### config.mk
export PLATFORM = sky130hd
export DESIGN_NAME = conv_sequencer_flat
export DESIGN_NICKNAME = d
export VERILOG_FILES = /design/src/rtl/pkg_convolution.sv /design/src/rtl/conv_sequencer_if.sv /design/src/rtl/conv_loop_counter.sv /design/src/rtl/conv_sequencer.sv /design/src/flat_wrapper.sv
export SDC_FILE = /design/constraint.sdc
export NUM_CORES = 1
export LEC_CHECK = 0
export CAP_MARGIN = 20
export CELL_PAD_IN_SITES_DETAIL_PLACEMENT = 1
export CELL_PAD_IN_SITES_GLOBAL_PLACEMENT = 1
export CORE_ASPECT_RATIO = 1.25
export CORE_MARGIN = 2
export CORE_UTILIZATION = 35
export CTS_CLUSTER_DIAMETER = 200
export DETAILED_ROUTE_END_ITERATION = 10
export PLACE_DENSITY = 0.78
export SLEW_MARGIN = 20
export SYNTH_ARGS = -nofsm -noshare
export SYNTH_HDL_FRONTEND = slang
export SYNTH_SLANG_ARGS = --single-unit
### constraint.sdc
create_clock -name clk -period 1.93 [get_ports clk]
set_clock_uncertainty 0.2 [all_clocks]
set_input_delay 0.193 -clock clk [delete_from_list [all_inputs] [get_ports clk]]
set_output_delay 0.193 -clock clk [all_outputs]
set_load 0.05 [all_outputs]
### src/rtl/pkg_convolution.sv
// Shared configuration for the convolution units: kernel/array sizes per unit,
// common widths and the sequencer state type.
package pkg_convolution;

  localparam int unsigned CONVUNITS     = 2;
  localparam int unsigned ACT_BITS      = 3;
  localparam int unsigned CONV_SIZE_MAX = 31;

  localparam int unsigned KER_SIZE  [CONVUNITS] = '{5, 3};
  localparam int unsigned CONV_SIZE [CONVUNITS] = '{31, 16};

  localparam int unsigned ROWS_W = $clog2(CONV_SIZE_MAX + 1);
  localparam int unsigned ROW_W  = $clog2(CONV_SIZE_MAX);
  localparam int unsigned BIT_W  = $clog2(ACT_BITS);

  typedef enum logic [1:0] {
    StIdle,
    StIssue,
    StDone
  } conv_state_e;

  // Kernel-row index width; a 1x1 kernel still needs a 1-bit field.
  function automatic int unsigned krow_w(int unsigned ks);
    return (ks > 1) ? $clog2(ks) : 1;
  endfunction

endpackage

### src/rtl/conv_sequencer_if.sv
// Command, memory-ready and issue/result signals between a sequencer and its
// controller / convolution unit.
interface conv_sequencer_if
  import pkg_convolution::*;
#(
  parameter int unsigned UNIT = 0
);

  localparam int unsigned KrowW = krow_w(KER_SIZE[UNIT]);

  logic              start;
  logic [ROWS_W-1:0] rows;
  logic              abort;
  logic              mem_ready;
  logic              busy;
  logic              conv_en;
  logic              conv_clear;
  logic [ROW_W-1:0]  conv_row;
  logic [KrowW-1:0]  conv_krow;
  logic [BIT_W-1:0]  conv_bit;
  logic              out_valid;
  logic [ROW_W-1:0]  out_row;
  logic              done;

  modport slave (
    input  start, rows, abort, mem_ready,
    output busy, conv_en, conv_clear, conv_row, conv_krow, conv_bit,
           out_valid, out_row, done
  );

  modport master (
    output start, rows, abort, mem_ready,
    input  busy, conv_en, conv_clear, conv_row, conv_krow, conv_bit,
           out_valid, out_row, done
  );

endinterface

### src/rtl/conv_loop_counter.sv
// Nested loop counter: k (kernel row, innermost, up), b (bit plane, down from
// MSB), o (output row, outermost, up to o_last_i).
module conv_loop_counter #(
  parameter int unsigned KS       = 5,
  parameter int unsigned ACT_BITS = 3,
  parameter int unsigned KrowW    = 3,
  parameter int unsigned BitW     = 2,
  parameter int unsigned RowW     = 5
) (
  input  logic            clk,
  input  logic            rst_n,
  input  logic            init_i,
  input  logic            step_i,
  input  logic [RowW-1:0] o_last_i,
  output logic [KrowW-1:0] k_o,
  output logic [BitW-1:0]  b_o,
  output logic [RowW-1:0]  o_o,
  output logic            k_wrap_o,
  output logic            b_wrap_o,
  output logic            last_o
);

  localparam logic [KrowW-1:0] KMax = KrowW'(KS - 1);
  localparam logic [BitW-1:0]  BMsb = BitW'(ACT_BITS - 1);

  logic [KrowW-1:0] k_q, k_d;
  logic [BitW-1:0]  b_q, b_d;
  logic [RowW-1:0]  o_q, o_d;

  // b_wrap marks the step that completes all bit planes of the current output row.
  assign k_wrap_o = (k_q == KMax);
  assign b_wrap_o = k_wrap_o && (b_q == '0);
  assign last_o   = b_wrap_o && (o_q == o_last_i);

  always_comb begin
    k_d = k_q;
    b_d = b_q;
    o_d = o_q;
    if (init_i) begin
      k_d = '0;
      b_d = BMsb;
      o_d = '0;
    end else if (step_i) begin
      if (!k_wrap_o) begin
        k_d = k_q + KrowW'(1);
      end else begin
        k_d = '0;
        if (b_q != '0) begin
          b_d = b_q - BitW'(1);
        end else begin
          b_d = BMsb;
          o_d = o_q + RowW'(1);
        end
      end
    end
  end

  always_ff @(posedge clk or negedge rst_n) begin
    if (!rst_n) begin
      k_q <= '0;
      b_q <= '0;
      o_q <= '0;
    end else begin
      k_q <= k_d;
      b_q <= b_d;
      o_q <= o_d;
    end
  end

  assign k_o = k_q;
  assign b_o = b_q;
  assign o_o = o_q;

endmodule

### src/rtl/conv_sequencer.sv
// Bit-serial convolution sequencer: walks kernel rows, activation bit planes and
// output rows, issuing one row read per ready cycle and flagging finished rows.
module conv_sequencer
  import pkg_convolution::*;
#(
  parameter int unsigned UNIT = 0
) (
  input  logic             clk,
  input  logic             rst_n,
  conv_sequencer_if.slave  bus
);

  localparam int unsigned KS    = KER_SIZE[UNIT];
  localparam int unsigned CS    = CONV_SIZE[UNIT];
  localparam int unsigned KrowW = krow_w(KS);

  localparam logic [ROWS_W-1:0] KsRows = ROWS_W'(KS);
  localparam logic [ROWS_W-1:0] CsRows = ROWS_W'(CS);
  localparam logic [BIT_W-1:0]  BMsb   = BIT_W'(ACT_BITS - 1);

  conv_state_e       state_q, state_d;
  logic [ROWS_W-1:0] r_q, r_d;
  logic              out_valid_q, out_valid_d;
  logic [ROW_W-1:0]  out_row_q, out_row_d;

  logic [ROWS_W-1:0] rows_clamped;
  logic [ROW_W-1:0]  o_last;
  logic              cnt_init;
  logic              issue;
  logic              k_wrap, b_wrap, cnt_last;
  logic [KrowW-1:0]  k;
  logic [BIT_W-1:0]  b;
  logic [ROW_W-1:0]  o;

  assign rows_clamped = (bus.rows > CsRows) ? CsRows : bus.rows;
  // Only consulted in ISSUE, where r_q >= KS holds.
  assign o_last       = ROW_W'(r_q - KsRows);
  assign issue        = (state_q == StIssue) && bus.mem_ready;

  conv_loop_counter #(
    .KS       (KS),
    .ACT_BITS (ACT_BITS),
    .KrowW    (KrowW),
    .BitW     (BIT_W),
    .RowW     (ROW_W)
  ) u_loop (
    .clk      (clk),
    .rst_n    (rst_n),
    .init_i   (cnt_init),
    .step_i   (issue),
    .o_last_i (o_last),
    .k_o      (k),
    .b_o      (b),
    .o_o      (o),
    .k_wrap_o (k_wrap),
    .b_wrap_o (b_wrap),
    .last_o   (cnt_last)
  );

  always_comb begin
    state_d     = state_q;
    r_d         = r_q;
    out_valid_d = 1'b0;
    out_row_d   = out_row_q;
    cnt_init    = 1'b0;
    unique case (state_q)
      StIdle: begin
        if (bus.start && !bus.abort) begin
          r_d      = rows_clamped;
          cnt_init = 1'b1;
          state_d  = (rows_clamped >= KsRows) ? StIssue : StDone;
        end
      end
      StIssue: begin
        if (bus.abort) begin
          state_d = StIdle;
        end else if (bus.mem_ready) begin
          if (b_wrap) begin
            out_valid_d = 1'b1;
            out_row_d   = o;
          end
          if (cnt_last) begin
            state_d = StDone;
          end
        end
      end
      StDone: begin
        state_d = StIdle;
      end
      default: begin
        state_d = StIdle;
      end
    endcase
  end

  always_ff @(posedge clk or negedge rst_n) begin
    if (!rst_n) begin
      state_q     <= StIdle;
      r_q         <= '0;
      out_valid_q <= 1'b0;
      out_row_q   <= '0;
    end else begin
      state_q     <= state_d;
      r_q         <= r_d;
      out_valid_q <= out_valid_d;
      out_row_q   <= out_row_d;
    end
  end

  // abort in DONE cancels the completion pulse and the last row's out_valid.
  assign bus.busy       = (state_q != StIdle);
  assign bus.done       = (state_q == StDone) && !bus.abort;
  assign bus.out_valid  = out_valid_q && !bus.abort;
  assign bus.out_row    = out_row_q;
  assign bus.conv_en    = issue;
  assign bus.conv_clear = issue && (k == '0) && (b == BMsb);
  assign bus.conv_row   = o + ROW_W'(k);
  assign bus.conv_krow  = k;
  assign bus.conv_bit   = b;

endmodule
### src/flat_wrapper.sv
// flat-port wrapper written by rule: the top's interface ports become plain ports
module conv_sequencer_flat import pkg_convolution::*;
#(
  parameter int unsigned UNIT = 0
)
  (clk, rst_n, bus_start, bus_rows, bus_abort, bus_mem_ready, bus_busy, bus_conv_en, bus_conv_clear, bus_conv_row, bus_conv_krow, bus_conv_bit, bus_out_valid, bus_out_row, bus_done);
  conv_sequencer_if #(.UNIT(UNIT)) bus_i ();
  input  logic clk;
  input  logic rst_n;
  input wire logic [$bits(bus_i.start)-1:0] bus_start;
  input wire logic [$bits(bus_i.rows)-1:0] bus_rows;
  input wire logic [$bits(bus_i.abort)-1:0] bus_abort;
  input wire logic [$bits(bus_i.mem_ready)-1:0] bus_mem_ready;
  output wire logic [$bits(bus_i.busy)-1:0] bus_busy;
  output wire logic [$bits(bus_i.conv_en)-1:0] bus_conv_en;
  output wire logic [$bits(bus_i.conv_clear)-1:0] bus_conv_clear;
  output wire logic [$bits(bus_i.conv_row)-1:0] bus_conv_row;
  output wire logic [$bits(bus_i.conv_krow)-1:0] bus_conv_krow;
  output wire logic [$bits(bus_i.conv_bit)-1:0] bus_conv_bit;
  output wire logic [$bits(bus_i.out_valid)-1:0] bus_out_valid;
  output wire logic [$bits(bus_i.out_row)-1:0] bus_out_row;
  output wire logic [$bits(bus_i.done)-1:0] bus_done;
  assign bus_i.start = bus_start;
  assign bus_i.rows = bus_rows;
  assign bus_i.abort = bus_abort;
  assign bus_i.mem_ready = bus_mem_ready;
  assign bus_busy = bus_i.busy;
  assign bus_conv_en = bus_i.conv_en;
  assign bus_conv_clear = bus_i.conv_clear;
  assign bus_conv_row = bus_i.conv_row;
  assign bus_conv_krow = bus_i.conv_krow;
  assign bus_conv_bit = bus_i.conv_bit;
  assign bus_out_valid = bus_i.out_valid;
  assign bus_out_row = bus_i.out_row;
  assign bus_done = bus_i.done;
  conv_sequencer #(.UNIT(UNIT)) u_core (.clk(clk), .rst_n(rst_n), .bus(bus_i));
endmodule
==> flow_summary.ini, run 1 <==
[synthesis]
yosysSeqAreaShare_pct = 41.0
synth_flop_cell = dfrtp_1
synthArstFlopShare_pct = 100
syn_area_per_cell_um2 = 10.6
synth.distinct_cells = 37
synthCells = 132
netlist_area_mm2 = 0.00141
synth_edf_count = 0
syn_nets = 153
ys_warn_count = 0
synth_seq_cells = 23

[worst_setup_path]
critPathRequiredTime_ps = 1540
end_kind = output port
crit_fanout = 2
r2r_cells = 7
critPathKind = reg2out
startpoint_type = flip-flop
worstPathArrival_ps = 1780

[drt]
dr.first_iter.drc_count = 26
wl_per_cell_um = 15.7
drt_first_pass_iters = 4
ant_nets = 0
drt_wl_total_um = 3860
vias_per_cell = 4.74
drc = 0
vias = 1166

[floorplanning]
dieArea_mm2 = 0.00454
start_util_pct = 36.8
coreArea_mm2 = 0.00382
rows = 25
ioPinCount = 30
die-width_um = 60.7
die_h_um = 74.8

[timing]
finalHoldViolations = 0
rsz0062_at_grt = true
worst_slew_pin_slew_ps = 515
setup_viol = 12
relSlewSlack_pct = 65.5
layout_setup_ws_ps = -248
max_freq_mhz = 459
post-route-period-util_pct = 113
slew_viol_final = 0
finalCriticalPeriod_ps = 2180

[global_routing]
antenna_found_initial = 0
grt_max_degree = 24
grt_first_pass_wirelength_um = 6010
grt_pass1_vias = 1275
overflow = 0
grt_util_all_layers_pct = 17.9

[cts]
cts_max_path_buffers = 2
cts_buffers = 3
clockRootBuffer = clkbuf_8
cts.sink_count = 23
cts_tree = done
ctsHtreeMaxLevel = 1
clkTransAtPathRegs_ps = 90
clock_latency_ps = 260

[power_and_ir_drop]
vdd_drop_max_mv = 0.402
seqPwrFrac_pct = 36.2
combPwrFrac_pct = 44.1
p_sw_share_pct = 37.0
p_leak_uw = 0.00104
p_switching_uw = 583
clockPowerShare_pct = 19.7
p_per_area_mw_per_mm2 = 700
p_int_uw = 994

[placed_design]
placed_area_mm2 = 0.00209
dp_slack_ps = -179
io_buffers = 29
place_hpwl_um = 2950
routabilityCongestion = 0.796

[outcome]
outcome = complete, but fails checks
violations = setup timing

[flow_run]
cap_violations = 0

[cells_and_area]
design_area_mm2 = 0.00225
fillers = 405
syn_to_final_growth_pct = 60.4
diodes = 0
layout_common_cells = buf_4, dfrtp_1, nor2_1, clkdlybuf4s50_1, buf_12
drive_above_1_share_pct = 48.4
final_common_cell = buf_4
fin_nets = 214

[worst_hold_path]
hp-class = in2async
[state kept, by name (all words and copies together), names as in the netlist]
name / flops
u_core.bus.out_row: 5
u_core.out_valid_q: 1
u_core.r_q: 5
u_core.state_q: 2
u_core.u_loop.b_o: 2
u_core.u_loop.k_o: 3
u_core.u_loop.o_o: 5
[layout make-up]
cell class / instances / area, um^2 / share of cell area (%)
Multi-Input combinational cell: 94 / 916 / 40.6
Timing Repair Buffer: 61 / 604 / 26.8
Sequential cell: 23 / 582 / 25.8
Tap cell: 54 / 67.6 / 3.00
Clock buffer: 3 / 41.3 / 1.83
Inverter: 10 / 37.5 / 1.67
Clock inverter: 1 / 5.00 / 0.222
[logic make-up after synthesis]
family / count (synthesis) / share of synthesized area, %
AO/OA/AOI/OAI: 20 / 9.08
XOR/XNOR: 14 / 10.1
adder cells (fa/ha/maj): 11 / 10.3
buffers and inverters: 15 / 4.81
flip-flops: 23 / 41.0
multiplexers: 10 / 7.84
AND/OR/NAND/NOR: 39 / 16.9
[Yosys cell counts (2+ instances only)]
library cell  instances  area [um^2]
nand2_1               8         30.0
inv_1                 9         33.8
nor2_1               12         45.0
mux2_2                8         90.1
xnor2_1               8         70.1
ha_1                 10          125
o21ai_0               7         35.0
a21oi_1               5         25.0
nor3b_1               3         22.5
mux2i_1               2         20.0
nor2b_1               4         25.0
buf_2                 3         15.0
dfrtp_1              23          576
nand4_1               3         18.8
xor2_1                5         43.8
[power by group through the flow]
stage / Combinational (uW) / Sequential [uW] / Clock, uW
floorplan: 318 / 633 / 0
global placement: 609 / 580 / 0
detailed placement: 631 / 584 / 0
CTS: 670 / 571 / 315
global route: 741 / 579 / 336
finish: 695 / 572 / 310
[per-stage QoR]
stage                     cells  setup TNS, ps  power [uW]  hold slack (ps)  utilization (%)
after detailed placement    237           -816        1220              311             54.7
after global routing        246          -2170        1660             96.5             59.0
after floorplan             132          -1180         952             -303                -
after global placement      237           -253        1190              297             54.7
final                       246          -1520        1580             76.5             59.0
after CTS                   245          -1350        1560             86.3             57.8
[final timing paths]
check,startpoint,endpoint,slack [ps]
max,u_core.u_loop.o_o[0]$_DFFE_PN0P_,bus_conv_row[4],-250
min,rst_n,u_core.state_q[1]$_DFFE_PN0P_,80
max reg2reg,u_core.u_loop.k_o[0]$_DFFE_PN0P_,u_core.bus.out_row[2]$_DFFE_PN0P_,-160
min reg2reg,u_core.bus.out_row[3]$_DFFE_PN0P_,u_core.bus.out_row[3]$_DFFE_PN0P_,330
max in group asynchronous,rst_n,u_core.u_loop.k_o[2]$_DFFE_PN0P_,1200
min in group clk,u_core.bus.out_row[3]$_DFFE_PN0P_,u_core.bus.out_row[3]$_DFFE_PN0P_,330
[routing by layer]
| layer | GRT usage, % | vias up | routed length, um |
|---|---|---|---|
| li1 | - | 568 | - |
| met2 | 34.2 | 15 | 2280 |
| met3 | 1.20 | 2 | 63 |
| met5 | 0 | - | 0 |
| met1 | 21.4 | 581 | 1500 |
| met4 | 4.35 | 0 | 13 |
[critical path, cell delays in order, from the launching register on]
cell,delay [ps]
dfrtp_1,400
ha_4,160
inv_2,40
fa_2,360
nor2b_4,150
o21ai_4,80
xnor2_4,190
buf_12,150
[what timing repair did]
| action | 4_1_cts | 5_1_grt |
|---|---|---|
| hold buffers | 0 | 0 |
| endpoints found under the setup margin | 11 | 14 |
| pin swaps | 5 | 3 |
| resized for setup | 10 | 9 |
| setup buffers | 4 | 1 |
No activity file was read; power rests on OpenSTA's default activity.
==> run 2, diff against run 1 <==
--- a/config.mk
+++ b/config.mk
@@ -10,11 +10,13 @@
 export CELL_PAD_IN_SITES_GLOBAL_PLACEMENT = 1
 export CORE_ASPECT_RATIO = 1.25
 export CORE_MARGIN = 2
-export CORE_UTILIZATION = 35
+export CORE_UTILIZATION = 34
 export CTS_CLUSTER_DIAMETER = 200
+export CTS_CLUSTER_SIZE = 8
 export DETAILED_ROUTE_END_ITERATION = 10
-export PLACE_DENSITY = 0.78
+export PLACE_DENSITY = 0.77
 export SLEW_MARGIN = 20
 export SYNTH_ARGS = -nofsm -noshare
 export SYNTH_HDL_FRONTEND = slang
+export SYNTH_HIERARCHICAL = 1
 export SYNTH_SLANG_ARGS = --single-unit
==> flow_summary.ini, run 2 <==
[timing]
fin_hold_ws_ps = 84.0
finalHoldViolations = 0
rsz0062_at_grt = true
layout_setup_ws_ps = -239
post-route-period-util_pct = 112
relSlewSlack_pct = 63.5
max_freq_mhz = 461
slew_viol_final = 0
worst_slew_pin_slew_ps = 546
finalCriticalPeriod_ps = 2170
setup_viol = 6

[worst_setup_path]
crit-reg2reg-launch = u_core/r_q[0]$_DFFE_PN0P_
r2r_cells = 10
end_kind = output port
worstPathArrival_ps = 1780
critPathRequiredTime_ps = 1540
crit_fanout = 2
critPathKind = reg2out
startpoint_type = flip-flop
rr_endpoint = u_core/state_q[0]$_DFFE_PN0P_
r2r_slack_ps = -190

[cts]
cts.sink_count = 23
clkTransAtPathRegs_ps = 90
clockRootBuffer = clkbuf_8
cts_max_path_buffers = 2
cts_tree = done
ctsHtreeMaxLevel = 1
clock_latency_ps = 260
cts_buffers = 3

[drt]
dr.first_iter.drc_count = 35
drt_first_pass_iters = 4
ant_nets = 0
wl_per_cell_um = 16.6
drc = 0
vias = 1187
drt_wl_total_um = 4080
vias_per_cell = 4.83

[floorplanning]
die_h_um = 74.6
ioPinCount = 30
dieArea_mm2 = 0.00451
start_util_pct = 35.5
die-width_um = 60.4
coreArea_mm2 = 0.00382
rows = 25

[cells_and_area]
fin_nets = 213
design_area_mm2 = 0.00225
final_common_cell = buf_4
drive_above_1_share_pct = 50.0
finalNonFillerCells = 246
diodes = 0
layout_common_cells = buf_4, dfrtp_1, clkdlybuf4s50_1
syn_to_final_growth_pct = 66.5

[power_and_ir_drop]
p_leak_uw = 0.000998
p_per_area_mw_per_mm2 = 708
vdd_drop_max_mv = 0.409
p_total_uw = 1590

[synthesis]
synthCells = 132
ys_warn_count = 6
syn_nets = 152
syn_area_per_cell_um2 = 10.3
netlist_area_mm2 = 0.00135

[placed_design]
place_hpwl_um = 2950
io_buffers = 29
routabilityCongestion = 0.771
dp_slack_ps = -195
placed_area_mm2 = 0.00200
place_inst = 229

[global_routing]
antenna_found_initial = 0
overflow = 0
grt_util_all_layers_pct = 18.7
grt_first_pass_wirelength_um = 6160
grt_max_degree = 24
grt_pass1_vias = 1278

[outcome]
outcome = complete, but fails checks
violations = setup timing

[flow_run]
cap_violations = 0

[worst_hold_path]
hp-class = in2async
run 2: worst max-delay path, cell delays in order, from the launching register on:
cell and delay [ps]:
dfrtp_1 420, ha_4 150, inv_2 30, fa_2 360
nor2b_2 130, o21ai_2 90, xnor2_4 170, buf_12 150
run 2: report_power, final:
part	internal (uW)	switching, uW
Clock	147	163
Sequential	523	55.4
Combinational	349	357
Total	1020	575
run 2: how the worst max path moves through the flow:
stage                                           startpoint                            end  cells after the start
final                     u_core/u_loop/o_o[0]$_DFFE_PN0P_                bus_conv_row[4]                      7
after global routing             u_core/r_q[1]$_DFFE_PN0P_  u_core/state_q[0]$_DFFE_PN0P_                     10
after CTS                 u_core/u_loop/o_o[0]$_DFFE_PN0P_                bus_conv_row[4]                      7
after detailed placement         u_core/r_q[0]$_DFFE_PN0P_  u_core/state_q[0]$_DFFE_PN0P_                     10
after global placement           u_core/r_q[1]$_DFFE_PN0P_  u_core/state_q[0]$_DFFE_PN0P_                     10
after floorplan           u_core/u_loop/k_o[0]$_DFFE_PN0P_                bus_conv_row[4]                      6
run 2: cell type report:
| type | instances | area (um^2) |
|---|---|---|
| sequential | 23 | 583 |
| inverter | 14 | 57.6 |
| fill | 415 | 1560 |
| clock buffer | 4 | 45.0 |
| timing repair buffer | 59 | 609 |
| tap | 54 | 67.6 |
| multi-input combinational | 92 | 891 |
run 2: metal layers:
layer  vias to the layer above  wire, um  global-route usage [%]  part of all wire (%)
li1                        569         -                       -                     -
met1                       587      1510                    19.7                    37
met2                        25      2400                    36.6                    59
met3                         6       104                    2.96                   2.6
met4                         0        68                    6.52                   1.7
met5                         -         0                       0                     0
run 2: stage by stage:
stage,TNS [ps],util [%]
after floorplan,-427,-
after global placement,-44.5,52.4
final,-828,59.0
after detailed placement,-351,52.4
after global routing,-1600,59.0
after CTS,-1200,55.0
run 2: what timing repair did:
action / in CTS / in global routing
pin swaps: 13 / 13
setup buffers: 4 / 9
endpoints found under the setup margin: 8 / 15
hold buffers: 0 / 0
gates resized for setup: 10 / 21
==> run 3, diff against run 2 <==
--- a/config.mk
+++ b/config.mk
@@ -9,12 +9,13 @@
 export CELL_PAD_IN_SITES_DETAIL_PLACEMENT = 1
 export CELL_PAD_IN_SITES_GLOBAL_PLACEMENT = 1
 export CORE_ASPECT_RATIO = 1.25
-export CORE_MARGIN = 2
+export CORE_MARGIN = 4
 export CORE_UTILIZATION = 34
 export CTS_CLUSTER_DIAMETER = 200
 export CTS_CLUSTER_SIZE = 8
 export DETAILED_ROUTE_END_ITERATION = 10
 export PLACE_DENSITY = 0.77
+export RECOVER_POWER = 25
 export SLEW_MARGIN = 20
 export SYNTH_ARGS = -nofsm -noshare
 export SYNTH_HDL_FRONTEND = slang
==> flow_summary.ini, run 3 (synthesis results as in run 2) <==
[outcome]
outcome = complete, but fails checks
violations = setup timing

[power_and_ir_drop]
p_sw_share_pct = 35.9
p_int_uw = 1030
p_per_area_mw_per_mm2 = 713
clockPowerShare_pct = 19.8
p_leak_uw = 0.00101
vdd_drop_max_mv = 0.366
p_total_uw = 1600
p_switching_uw = 573
seqPwrFrac_pct = 35.5
combPwrFrac_pct = 44.7

[cells_and_area]
diodes = 0
fillers = 434
drive_above_1_share_pct = 52.1
layout_common_cells = buf_4, dfrtp_1, clkdlybuf4s50_1
final_common_cell = buf_4
syn_to_final_growth_pct = 65.7
final_util_pct = 58.8
fin_nets = 215

[cts]
cts_tree = done
postCtsHoldBufs = 0
ctsHtreeMaxLevel = 1
clockRootBuffer = clkbuf_8
clock_latency_ps = 270
cts_max_path_buffers = 2
cts_buffers = 3
cts.sink_count = 23
clkTransAtPathRegs_ps = 90

[worst_setup_path]
crit_fanout = 3
r2r_slack_ps = -250
critPathRequiredTime_ps = 1540
critPathKind = reg2out
rr_endpoint = u_core/state_q[0]$_DFFE_PN0P_
end_kind = output port
worstPathArrival_ps = 1810
r2r_cells = 10
startpoint_type = flip-flop
crit-reg2reg-launch = u_core/r_q[1]$_DFFE_PN0P_

[global_routing]
grt_first_pass_wirelength_um = 6310
grt_max_degree = 24
grt_pass1_vias = 1329
antenna_found_initial = 0
grt_util_all_layers_pct = 16.0
overflow = 0

[placed_design]
routabilityCongestion = 0.768
place_hpwl_um = 2870
io_buffers = 29

[drt]
drt_wl_total_um = 4230
wl_per_cell_um = 17.0
vias = 1216
drc = 0
ant_nets = 0
drt_first_pass_iters = 2
vias_per_cell = 4.90
dr.first_iter.drc_count = 41

[floorplanning]
rows = 25
coreArea_mm2 = 0.00382
die-width_um = 64.4
dieArea_mm2 = 0.00506
ioPinCount = 30
die_h_um = 78.6
start_util_pct = 35.5

[timing]
layout_setup_ws_ps = -269
relSlewSlack_pct = 10.7
finalHoldViolations = 0
max_freq_mhz = 455
slew_viol_final = 0
finalCriticalPeriod_ps = 2200
setup_viol = 6
worst_slew_pin_slew_ps = 1340
fin_hold_ws_ps = 321
post-route-period-util_pct = 114
rsz0062_at_grt = true

[worst_hold_path]
hp-class = reg2reg
worstHoldStart = u_core/bus.out_row[2]$_DFFE_PN0P_
hold_path_depth = 1
hold_path_end = u_core/bus.out_row[2]$_DFFE_PN0P_

[flow_run]
cap_violations = 0
run 3: worst max-delay path: stages, from the launching register on:
cell     delay [ps]
dfrtp_1         410
inv_1           110
fa_2            430
nor2b_2         140
o21ai_2         100
xnor2_4         170
buf_12          150
run 3: area by class of cell:
class	instances	area, um^2	share of cell area, %
multi-input cells	92	880	39.2
repair buffers	61	612	27.3
flip-flops and latches	23	584	26.0
well taps	54	67.6	3.01
inverters	14	55.1	2.45
clock buffers	4	45.0	2.01
run 3: repair_timing:
item                       4_1_cts  5_1_grt
resized for setup               12       17
pin swaps                       14       10
buffers inserted                 7       10
setup endpoints to repair        7       15
run 3: how the worst max path moves through the flow:
stage | endpoint | cells past startpoint | slack [ps] | start
5_1_grt | u_core/state_q[0]$_DFFE_PN0P_ | 10 | -360 | u_core/r_q[1]$_DFFE_PN0P_
3_5_place_dp | u_core/state_q[0]$_DFFE_PN0P_ | 10 | -230 | u_core/r_q[1]$_DFFE_PN0P_
6_report | bus_conv_row[4] | 6 | -270 | u_core/u_loop/o_o[1]$_DFFE_PN0P_
3_3_place_gp | u_core/state_q[0]$_DFFE_PN0P_ | 10 | -50 | u_core/r_q[1]$_DFFE_PN0P_
2_1_floorplan | bus_conv_row[4] | 6 | -220 | u_core/u_loop/k_o[0]$_DFFE_PN0P_
4_1_cts | bus_conv_row[4] | 7 | -230 | u_core/u_loop/o_o[0]$_DFFE_PN0P_
run 3: power by group through the flow:
| stage | Combinational [uW] | Sequential, uW | Clock (uW) |
|---|---|---|---|
| final | 715 | 567 | 317 |
| after global routing | 773 | 575 | 348 |
| after CTS | 644 | 570 | 321 |
| after detailed placement | 568 | 587 | 0 |
| after global placement | 554 | 582 | 0 |
| after floorplan | 323 | 617 | 0 |
run 3: layer usage:
layer	vias to the layer above	wire length [um]	track usage [%]
li1	578	-	-
met1	604	1710	17.4
met2	24	2310	31.2
met3	10	101	2.29
met4	0	108	5.07
met5	-	0	0
run 3: per-stage QoR:
step / std cells / cell area [um^2] / TNS (ps) / setup slack, ps
floorplan: 132 / 1460 / -427 / -219
CTS: 239 / 2110 / -1110 / -232
finish: 248 / 2240 / -1130 / -269
detailed placement: 228 / 1990 / -428 / -227
global placement: 228 / 1990 / -50.5 / -50.5
global route: 248 / 2240 / -2210 / -362
